### src/rtl/serial_addsub_if.sv
// ---------------------------------------------------------------------------
// serial_addsub_if
//   Operand/result handshake bundle for the digit-serial adder/subtractor.
//   Ports (signals):
//     in_valid / in_ready   operand handshake (producer -> block)
//     a, b, sub             operands and operation select (1 = a - b)
//     out_valid / out_ready result handshake (block -> consumer)
//     result                sum or difference, modulo 2^WIDTH
//     cout, overflow, zero  status flags accompanying result
//   Modports:
//     master  producer/consumer side (drives operands, out_ready)
//     slave   the arithmetic block
// ---------------------------------------------------------------------------
interface serial_addsub_if #(
  parameter int unsigned WIDTH = 16
) ();

  logic             in_valid;
  logic             in_ready;
  logic [WIDTH-1:0] a;
  logic [WIDTH-1:0] b;
  logic             sub;
  logic             out_valid;
  logic             out_ready;
  logic [WIDTH-1:0] result;
  logic             cout;
  logic             overflow;
  logic             zero;

  modport master (
    output in_valid, a, b, sub, out_ready,
    input  in_ready, out_valid, result, cout, overflow, zero
  );

  modport slave (
    input  in_valid, a, b, sub, out_ready,
    output in_ready, out_valid, result, cout, overflow, zero
  );

endinterface

### src/rtl/serial_addsub.sv
// ---------------------------------------------------------------------------
// serial_addsub
//   Digit-serial two's-complement adder/subtractor. Adds DIGIT bits per
//   cycle, LSB digit first, with the carry held in a register between digits.
//   Subtraction is a + ~b + 1 (inverted b, carry-in 1).
//   Ports:
//     clk     rising-edge clock
//     rst_n   asynchronous active-low reset
//     bus     serial_addsub_if.slave: operand handshake, result handshake,
//             result and cout/overflow/zero flags (all outputs registered)
//   Parameters:
//     WIDTH   operand/result width (>= 2)
//     DIGIT   bits per cycle (1..WIDTH, divides WIDTH)
// ---------------------------------------------------------------------------
module serial_addsub #(
  parameter int unsigned WIDTH = 16,
  parameter int unsigned DIGIT = 4
) (
  input  logic                 clk,
  input  logic                 rst_n,
  serial_addsub_if.slave       bus
);

  localparam int unsigned NDIG = WIDTH / DIGIT;
  localparam int unsigned CW   = $clog2(NDIG + 1);
  localparam int unsigned DW   = DIGIT + 1;

  typedef enum logic [1:0] {
    S_IDLE = 2'd0,
    S_BUSY = 2'd1,
    S_DONE = 2'd2
  } state_t;

  state_t           r_state;
  logic [WIDTH-1:0] r_a;
  logic [WIDTH-1:0] r_b;
  logic [WIDTH-1:0] r_shadow;
  logic [WIDTH-1:0] r_result;
  logic [CW-1:0]    r_cnt;
  logic             r_carry;
  logic             r_in_ready;
  logic             r_out_valid;
  logic             r_cout;
  logic             r_overflow;
  logic             r_zero;

  logic [DIGIT-1:0] w_da;
  logic [DIGIT-1:0] w_db;
  logic [DW-1:0]    w_sum;
  logic [WIDTH-1:0] w_shadow_nxt;
  logic             w_c_msb;
  logic             w_last;

  // Current digit slice, its sum, and the shadow with this digit merged in.
  always_comb begin
    w_da         = DIGIT'(r_a >> (int'(r_cnt) * DIGIT));
    w_db         = DIGIT'(r_b >> (int'(r_cnt) * DIGIT));
    w_sum        = {1'b0, w_da} + {1'b0, w_db} + DW'(r_carry);
    // Shadow is cleared on accept, so OR-ing the new digit in is sufficient.
    w_shadow_nxt = r_shadow | (WIDTH'(w_sum[DIGIT-1:0]) << (int'(r_cnt) * DIGIT));
    // Carry into the operand MSB recovered from the MSB's own sum bit.
    w_c_msb      = w_da[DIGIT-1] ^ w_db[DIGIT-1] ^ w_sum[DIGIT-1];
    w_last       = (r_cnt == CW'(NDIG - 1));
  end

  // Control FSM and datapath registers.
  always_ff @(posedge clk or negedge rst_n) begin
    if (!rst_n) begin
      r_state     <= S_IDLE;
      r_a         <= '0;
      r_b         <= '0;
      r_shadow    <= '0;
      r_result    <= '0;
      r_cnt       <= '0;
      r_carry     <= 1'b0;
      r_in_ready  <= 1'b1;
      r_out_valid <= 1'b0;
      r_cout      <= 1'b0;
      r_overflow  <= 1'b0;
      r_zero      <= 1'b0;
    end else begin
      case (r_state)
        S_IDLE: begin
          if (bus.in_valid && r_in_ready) begin
            r_a        <= bus.a;
            r_b        <= bus.sub ? ~bus.b : bus.b;
            r_carry    <= bus.sub;
            r_cnt      <= '0;
            r_shadow   <= '0;
            r_in_ready <= 1'b0;
            r_state    <= S_BUSY;
          end
        end
        S_BUSY: begin
          r_shadow <= w_shadow_nxt;
          r_carry  <= w_sum[DIGIT];
          r_cnt    <= r_cnt + CW'(1);
          if (w_last) begin
            r_result    <= w_shadow_nxt;
            r_cout      <= w_sum[DIGIT];
            r_overflow  <= w_c_msb ^ w_sum[DIGIT];
            r_zero      <= (w_shadow_nxt == '0);
            r_out_valid <= 1'b1;
            r_state     <= S_DONE;
          end
        end
        S_DONE: begin
          // in_ready stays low here, so no accept can coincide with out_ready.
          if (bus.out_ready) begin
            r_out_valid <= 1'b0;
            r_in_ready  <= 1'b1;
            r_state     <= S_IDLE;
          end
        end
        default: begin
          r_state     <= S_IDLE;
          r_in_ready  <= 1'b1;
          r_out_valid <= 1'b0;
        end
      endcase
    end
  end

  assign bus.in_ready  = r_in_ready;
  assign bus.out_valid = r_out_valid;
  assign bus.result    = r_result;
  assign bus.cout      = r_cout;
  assign bus.overflow  = r_overflow;
  assign bus.zero      = r_zero;

endmodule

### src/flat_wrapper.sv
// flat-port wrapper written by rule: the top's interface ports become plain ports
module serial_addsub_flat 
#(
  parameter int unsigned WIDTH = 16,
  parameter int unsigned DIGIT = 4
)
  (clk, rst_n, bus_in_valid, bus_a, bus_b, bus_sub, bus_out_ready, bus_in_ready, bus_out_valid, bus_result, bus_cout, bus_overflow, bus_zero);
  serial_addsub_if #(.WIDTH(WIDTH)) bus_i ();
  input  logic clk;
  input  logic rst_n;
  input wire logic [$bits(bus_i.in_valid)-1:0] bus_in_valid;
  input wire logic [$bits(bus_i.a)-1:0] bus_a;
  input wire logic [$bits(bus_i.b)-1:0] bus_b;
  input wire logic [$bits(bus_i.sub)-1:0] bus_sub;
  input wire logic [$bits(bus_i.out_ready)-1:0] bus_out_ready;
  output wire logic [$bits(bus_i.in_ready)-1:0] bus_in_ready;
  output wire logic [$bits(bus_i.out_valid)-1:0] bus_out_valid;
  output wire logic [$bits(bus_i.result)-1:0] bus_result;
  output wire logic [$bits(bus_i.cout)-1:0] bus_cout;
  output wire logic [$bits(bus_i.overflow)-1:0] bus_overflow;
  output wire logic [$bits(bus_i.zero)-1:0] bus_zero;
  assign bus_i.in_valid = bus_in_valid;
  assign bus_i.a = bus_a;
  assign bus_i.b = bus_b;
  assign bus_i.sub = bus_sub;
  assign bus_i.out_ready = bus_out_ready;
  assign bus_in_ready = bus_i.in_ready;
  assign bus_out_valid = bus_i.out_valid;
  assign bus_result = bus_i.result;
  assign bus_cout = bus_i.cout;
  assign bus_overflow = bus_i.overflow;
  assign bus_zero = bus_i.zero;
  serial_addsub #(.WIDTH(WIDTH), .DIGIT(DIGIT)) u_core (.clk(clk), .rst_n(rst_n), .bus(bus_i));
endmodule
### config.mk
export PLATFORM = sky130hd
export DESIGN_NAME = serial_addsub_flat
export DESIGN_NICKNAME = d
export VERILOG_FILES = /design/src/rtl/serial_addsub_if.sv /design/src/rtl/serial_addsub.sv /design/src/flat_wrapper.sv
export SDC_FILE = /design/constraint.sdc
export NUM_CORES = 1
export LEC_CHECK = 0
export ABC_AREA = 1
export BUFFER_PORTS_ARGS = -buffer_cell sky130_fd_sc_hd__clkbuf_2
export CORE_ASPECT_RATIO = 2
export CORE_MARGIN = 2
export CORE_UTILIZATION = 41
export DETAILED_ROUTE_END_ITERATION = 7
export HOLD_SLACK_MARGIN = 0.02
export PLACE_DENSITY_LB_ADDON = 0.25
export SETUP_SLACK_MARGIN = 0.2
export SYNTH_ARGS = -nofsm -noshare
export SYNTH_HDL_FRONTEND = slang
export SYNTH_SLANG_ARGS = --single-unit
### constraint.sdc
create_clock -name clk -period 3.9 [get_ports clk]
set_clock_uncertainty 0.2 [all_clocks]
set_input_delay 0.195 -clock clk [delete_from_list [all_inputs] [get_ports clk]]
set_output_delay 0.195 -clock clk [all_outputs]
set_load 0.03 [all_outputs]
# --- After elaboration in Yosys (flattened, before gate mapping) ---
# Cells that the tools add are included.
classes:
  order_cmp: 0
  muxes: 17
  shift: 3
  multipliers: 0
  div: 0
  n_eq_ne: 6
  reduce_logical: 10
  n_addsub: 3
  bitwise: 7
op_table:
  columns: ["operator", "n"]
  rows:
  - ["$mux 16", 2]
  - ["$pmux 16 s2", 1]
  - ["$shr 16x5->4", 2]
  - ["$logic_not 16->1", 1]
  - ["$not 16->16", 1]
  - ["$or 16x16->16", 1]
  - ["$shl 4x5->16", 1]
  - ["$reduce_and 3->1", 3]
  - ["$mux 2", 3]
  - ["$pmux 1 s3", 2]
  - ["$pmux 2 s3", 1]
  - ["$pmux 3 s2", 1]
  - ["$reduce_and 2->1", 3]
  - ["$add 4x4->5", 1]
  - ["$add 5x1->5", 1]
  - ["$mux 1", 5]
  - ["$ne 2x1->1 const B", 2]
  - ["$add 3x1->3 const B", 1]
  - ["$eq 3x2->1 const B", 1]
  - ["$mux 3", 1]
  - ["$xor 1x1->1", 3]
  - ["$eq 2x1->1 const B", 1]
  - ["$eq 2x2->1 const B", 1]
  - ["$logic_not 2->1", 1]
  - ["5 further kinds", 6]
totals:
  input_bits: 37
  mem_bits_ro: 0
  latchBits: 0
  ram_bits: 0
  wordCells: 58
  mem_count: 0
  regBits: 75
  output_inout_bits: 21

# --- Logic depth before layout (Yosys ltp) ---
logic_depth:
  word_depth: 6
  ltp_mapped: 18
  depth_no_buf: 18

# --- Worst setup path before layout ---
# Ideal clock, no wire load.
synth_timing:
  path_type: "reg2reg"
  startpoint: "register u_core.r_cnt[0]"
  endpoint: "register u_core.r_zero, in the netlist u_core.bus.zero"
  path_slack_ns: 1.124
  setup_ns: 0.065
  path_buffers: 2
  period_less_slack_ns: 2.776
  path_stages_with_launch: 19
  required_ns: 3.635
  arrival_time_ns: 2.511
  path_cell_list: "dfrtp_1 buf_2 inv_1 buf_2 nor2_1 o22ai_1 fa_1 inv_1 fa_1 inv_1 nand2_1 nor2_1 nor2_1 nand2_1 nor2_1 nand4_1 nor2_1 nand2_1 nand2_1"
synth_via:
  elab_chain_len: 6
  elab_cells_between_ends: 9
  cone_classes: "add/sub (2); eq/ne (1); shift (3); bitwise (1); reduce/logical (2)"
synth_rtl:
  columns: ["element", "line_no", "text"]
  rows:
  - ["start, declared", "serial_addsub.sv:39", "logic [CW-1:0] r_cnt;"]
  - ["start signal, assigned", "serial_addsub.sv:97", "r_cnt <= r_cnt + CW'(1);"]
  - ["$shr 16x5->4 (on tied branches)", "serial_addsub.sv:56, serial_addsub.sv:57", null]
  - ["$add 4x4->5", "serial_addsub.sv:58", "w_sum = {1'b0, w_da} + {1'b0, w_db} + DW'(r_carry);"]
  - ["$add 5x1->5", "serial_addsub.sv:58", null]
  - ["$shl 4x5->16", "serial_addsub.sv:60", "w_shadow_nxt = r_shadow | (WIDTH'(w_sum[DIGIT-1:0]) << (int'(r_cnt) * DIGIT));"]
  - ["$or 16x16->16", "serial_addsub.sv:60", null]
  - ["$logic_not 16->1", "serial_addsub.sv:102", "r_zero <= (w_shadow_nxt == '0);"]
  - ["end signal, assigned", "serial_addsub.sv:102", null]
  - ["end, declared", "serial_addsub.sv:45", "logic r_zero;"]
# Several ways; a longest one is shown, not always the timed one.
# A chain may end at the register's enable or synchronous reset.

# --- Worst setup path after layout ---
layout_timing:
  startpoint: "register u_core.r_cnt[1]"
  endpoint: "register u_core.r_zero, in the netlist u_core.bus.zero"
# Same word-level chain as after synthesis.

==> flow_summary.toml <==
[detailed_routing]
drc = 0
via_count = 3050
dr.first_iter.drc_count = 175
antenna_left = 0
drt_pass1_iterations = 4
wl_um = 8801
wl_per_cell_um = 14.24
viasPerCell = 4.935

[worst_setup_path]
crit_required_ns = 3.97
cp_max_fo = 9
r2r-start = "u_core.r_cnt[1]$_DFFE_PN0P_"
crit_family = "simple AND/OR/NAND/NOR gates"
critPathKind = "reg -> reg"
crit_path_start_kind = "register"
rrSetupSlack_ns = 0.79
r2r_cells = 14
arrival_ns = 3.18
reg2reg_to = "u_core.bus.zero$_DFFE_PN0P_"
critPathCaptureType = "register"
slowest_delay_ns = 0.50
path_cells = "nor2_2, o21ai_0, o22ai_1, fa_1, inv_1, fa_1, nor2_1, a21oi_1, nand2_1, nor2_1, nand3_1, nor2_1, nand2_1, nand2_1"
critPathSlowestCell = "fa_1"
crit_buf_inv = 1

[yosys]
synth_largest_area_cell = "dfrtp_1"
synthArstFlopShare = 1.000
synthFlopType = "dfrtp_1"
synth-seq-cells = 75
synth-edff-count = 0
syn_area_um2 = 3550
synth.area.top_cells = "dfrtp_1 (52%), nand2_1 (14%), nor2_1 (4.7%), o21ai_0 (4.2%), xnor2_1 (4.2%)"
seq_area_frac_synth = 0.5291
synth_fp_nets = 470
synth_top_area_share = 0.5217
avgSynthCellArea_um2 = 8.333
ys_warn_count = 0
ys_types = 27
syn_inst = 426

[min_path]
min_path_cells = 5
hold_class = "in -> reg"
hold_end = "u_core.r_a[15]$_DFFE_PN0P_"
hp-start = "bus_in_valid"

[layout]
n_antenna_cell = 0
final_common_cell = "nand2_1"
drive_gt1_frac = 0.1776
fin_nets = 557
final.fill_count = 849
syn_to_final_growth_pct = 27.95
final_cell_mix = "nand2_1 (132), dfrtp_1 (74), clkbuf_2 (56)"

[clocking]
cts.htree.levels = 3
cts_tree = "built"
post_cts_resized = 0
cts_root_buf = "clkbuf_16"
clockBufferDepth = 2
numCtsBuffers = 9
cts.clk_slew.worst_paths_ns = 0.06
cts_num_sinks = 75
clk_latency_ns = 0.33

[sta]
fin_tns_setup_ns = 0
drv_slew = 0
finalCritPeriodShare = 0.7964
grt_setup_unrepaired = "false"
fin_crit_ns = 3.106
fmax_mhz = 322.0
finalSetupViolations = 0
worst_pin_slew_ns = 0.6653
timing.slew.headroom = 0.5564
hold_viol_final = 0

[power_and_ir_drop]
leakage_uw = 0.002301
ir_worst_vdd_mv = 0.3876
p_total_uw = 4084
powerDensity_nw_per_um2 = 899.2

[floorplan]
row_count = 48
die_area_um2 = 9463
core_um2 = 8528
dieHeight_um = 135.6
start_util = 0.4162
die_w_um = 69.80
ioPinCount = 58

[placed_design]
numPortBuffers = 57
dp_hpwl_um = 6401
gp_congestion = 0.8796

[global_routing]
antenna_found_initial = 0
grt_remaining_overflow = 0
grt_first_pass_wirelength_um = 14500
grt_pass1_vias = 3040
grt_max_degree = 60
gr-usage-all-layers = 0.1991

[run]
cap_violations = 0

[run_status]
status = "completed"
-- metal layers --
| layer | track usage | routed length, µm |
|---|---|---|
| met1 | 0.2087 | 3321 |
| met4 | 0.1175 | 362 |
| met3 | 0.03423 | 241 |
| met5 | 0 | 0 |
| met2 | 0.3651 | 4877 |
-- worst register-to-register path, delay by kind of cell (launching register included) --
kind	cells	cell delay, ns
buffers and inverters	1	0.05
adder cells (fa/ha/maj)	2	0.73
flip-flops	1	0.46
AND/OR/NAND/NOR	8	1.00
AO/OA/AOI/OAI	3	0.61
-- through the flow --
step                      hold slack [ns]  setup WS, ns  instance area, µm²  instances  utilization
final                              0.1421        0.7940                4542        618       0.5326
after global routing               0.1934        0.5084                4542        618       0.5326
after CTS                          0.1482        0.7619                4542        618       0.5326
after detailed placement         -0.01192        0.7895                3909        568       0.4583
after global placement           -0.01373        0.8782                3909        568       0.4583
after floorplan                   -0.3006         1.124                3550        426            -
-- what timing repair did --
item,CTS,global route
hold buffers,34,0
endpoints found under the hold margin,57,0
setup buffers,0,0
-- cell type report --
cell class	count	area (µm²)	share of cell area
Tap cell	100	125.1	0.02755
Sequential cell	75	1878	0.4135
Clock inverter	1	5.005	0.001102
Timing Repair Buffer	94	648.1	0.1427
Clock buffer	15	287.8	0.06336
Multi-Input combinational cell	303	1485	0.3270
Inverter	30	112.6	0.02479
-- cells by family after synthesis --
family,Yosys count,share of synthesized area
AND/OR/NAND/NOR,195,0.2196
AO/OA/AOI/OAI,84,0.1265
flip-flops,75,0.5291
buffers and inverters,48,0.05393
XOR/XNOR,17,0.04194
adder cells (fa/ha/maj),7,0.02890
-- worst max path at each step --
| stage | from | to | slack, ns | depth (start not counted) |
|---|---|---|---|---|
| 5_1_grt | u_core.r_cnt[1]$_DFFE_PN0P_ | u_core.bus.zero$_DFFE_PN0P_ | 0.51 | 16 |
| 3_3_place_gp | u_core.r_cnt[1]$_DFFE_PN0P_ | u_core.bus.zero$_DFFE_PN0P_ | 0.88 | 14 |
| 2_1_floorplan | u_core.r_cnt[0]$_DFFE_PN0P_ | u_core.bus.zero$_DFFE_PN0P_ | 1.12 | 18 |
| 4_1_cts | u_core.r_cnt[1]$_DFFE_PN0P_ | u_core.bus.zero$_DFFE_PN0P_ | 0.76 | 14 |
| 3_5_place_dp | u_core.r_cnt[1]$_DFFE_PN0P_ | u_core.bus.zero$_DFFE_PN0P_ | 0.79 | 14 |
| 6_report | u_core.r_cnt[1]$_DFFE_PN0P_ | u_core.bus.zero$_DFFE_PN0P_ | 0.79 | 14 |
-- power by group --
| group | internal [µW] | switching (µW) |
|---|---|---|
| combinational | 658 | 1310 |
| clock | 499 | 296 |
| sequential | 1110 | 208 |
-- synthesized netlist by cell type (2+ instances only) --
cell type / n
inv_1: 23
xnor2_1: 17
o21ai_1: 23
nor2_2: 4
inv_2: 7
nor2_1: 44
a21oi_1: 17
fa_1: 2
buf_2: 9
a21oi_2: 2
clkbuf_1: 8
o21ai_0: 30
ha_1: 5
o22ai_1: 7
nand3_1: 9
a22oi_1: 2
dfrtp_1: 74
nand2_1: 132
nand4_1: 3
-- flip-flops by register name, indices dropped and copies added, names as in the netlist --
name and cells:
u_core.bus.result 16, u_core.r_a 16, u_core.r_b 16, u_core.r_shadow 16
u_core.r_cnt 3, u_core.r_state 2, u_core.bus.cout 1, u_core.bus.in_ready 1
u_core.bus.out_valid 1, u_core.bus.overflow 1, u_core.bus.zero 1, u_core.r_carry 1
Note: power is estimated with default switching activity, not from simulation.
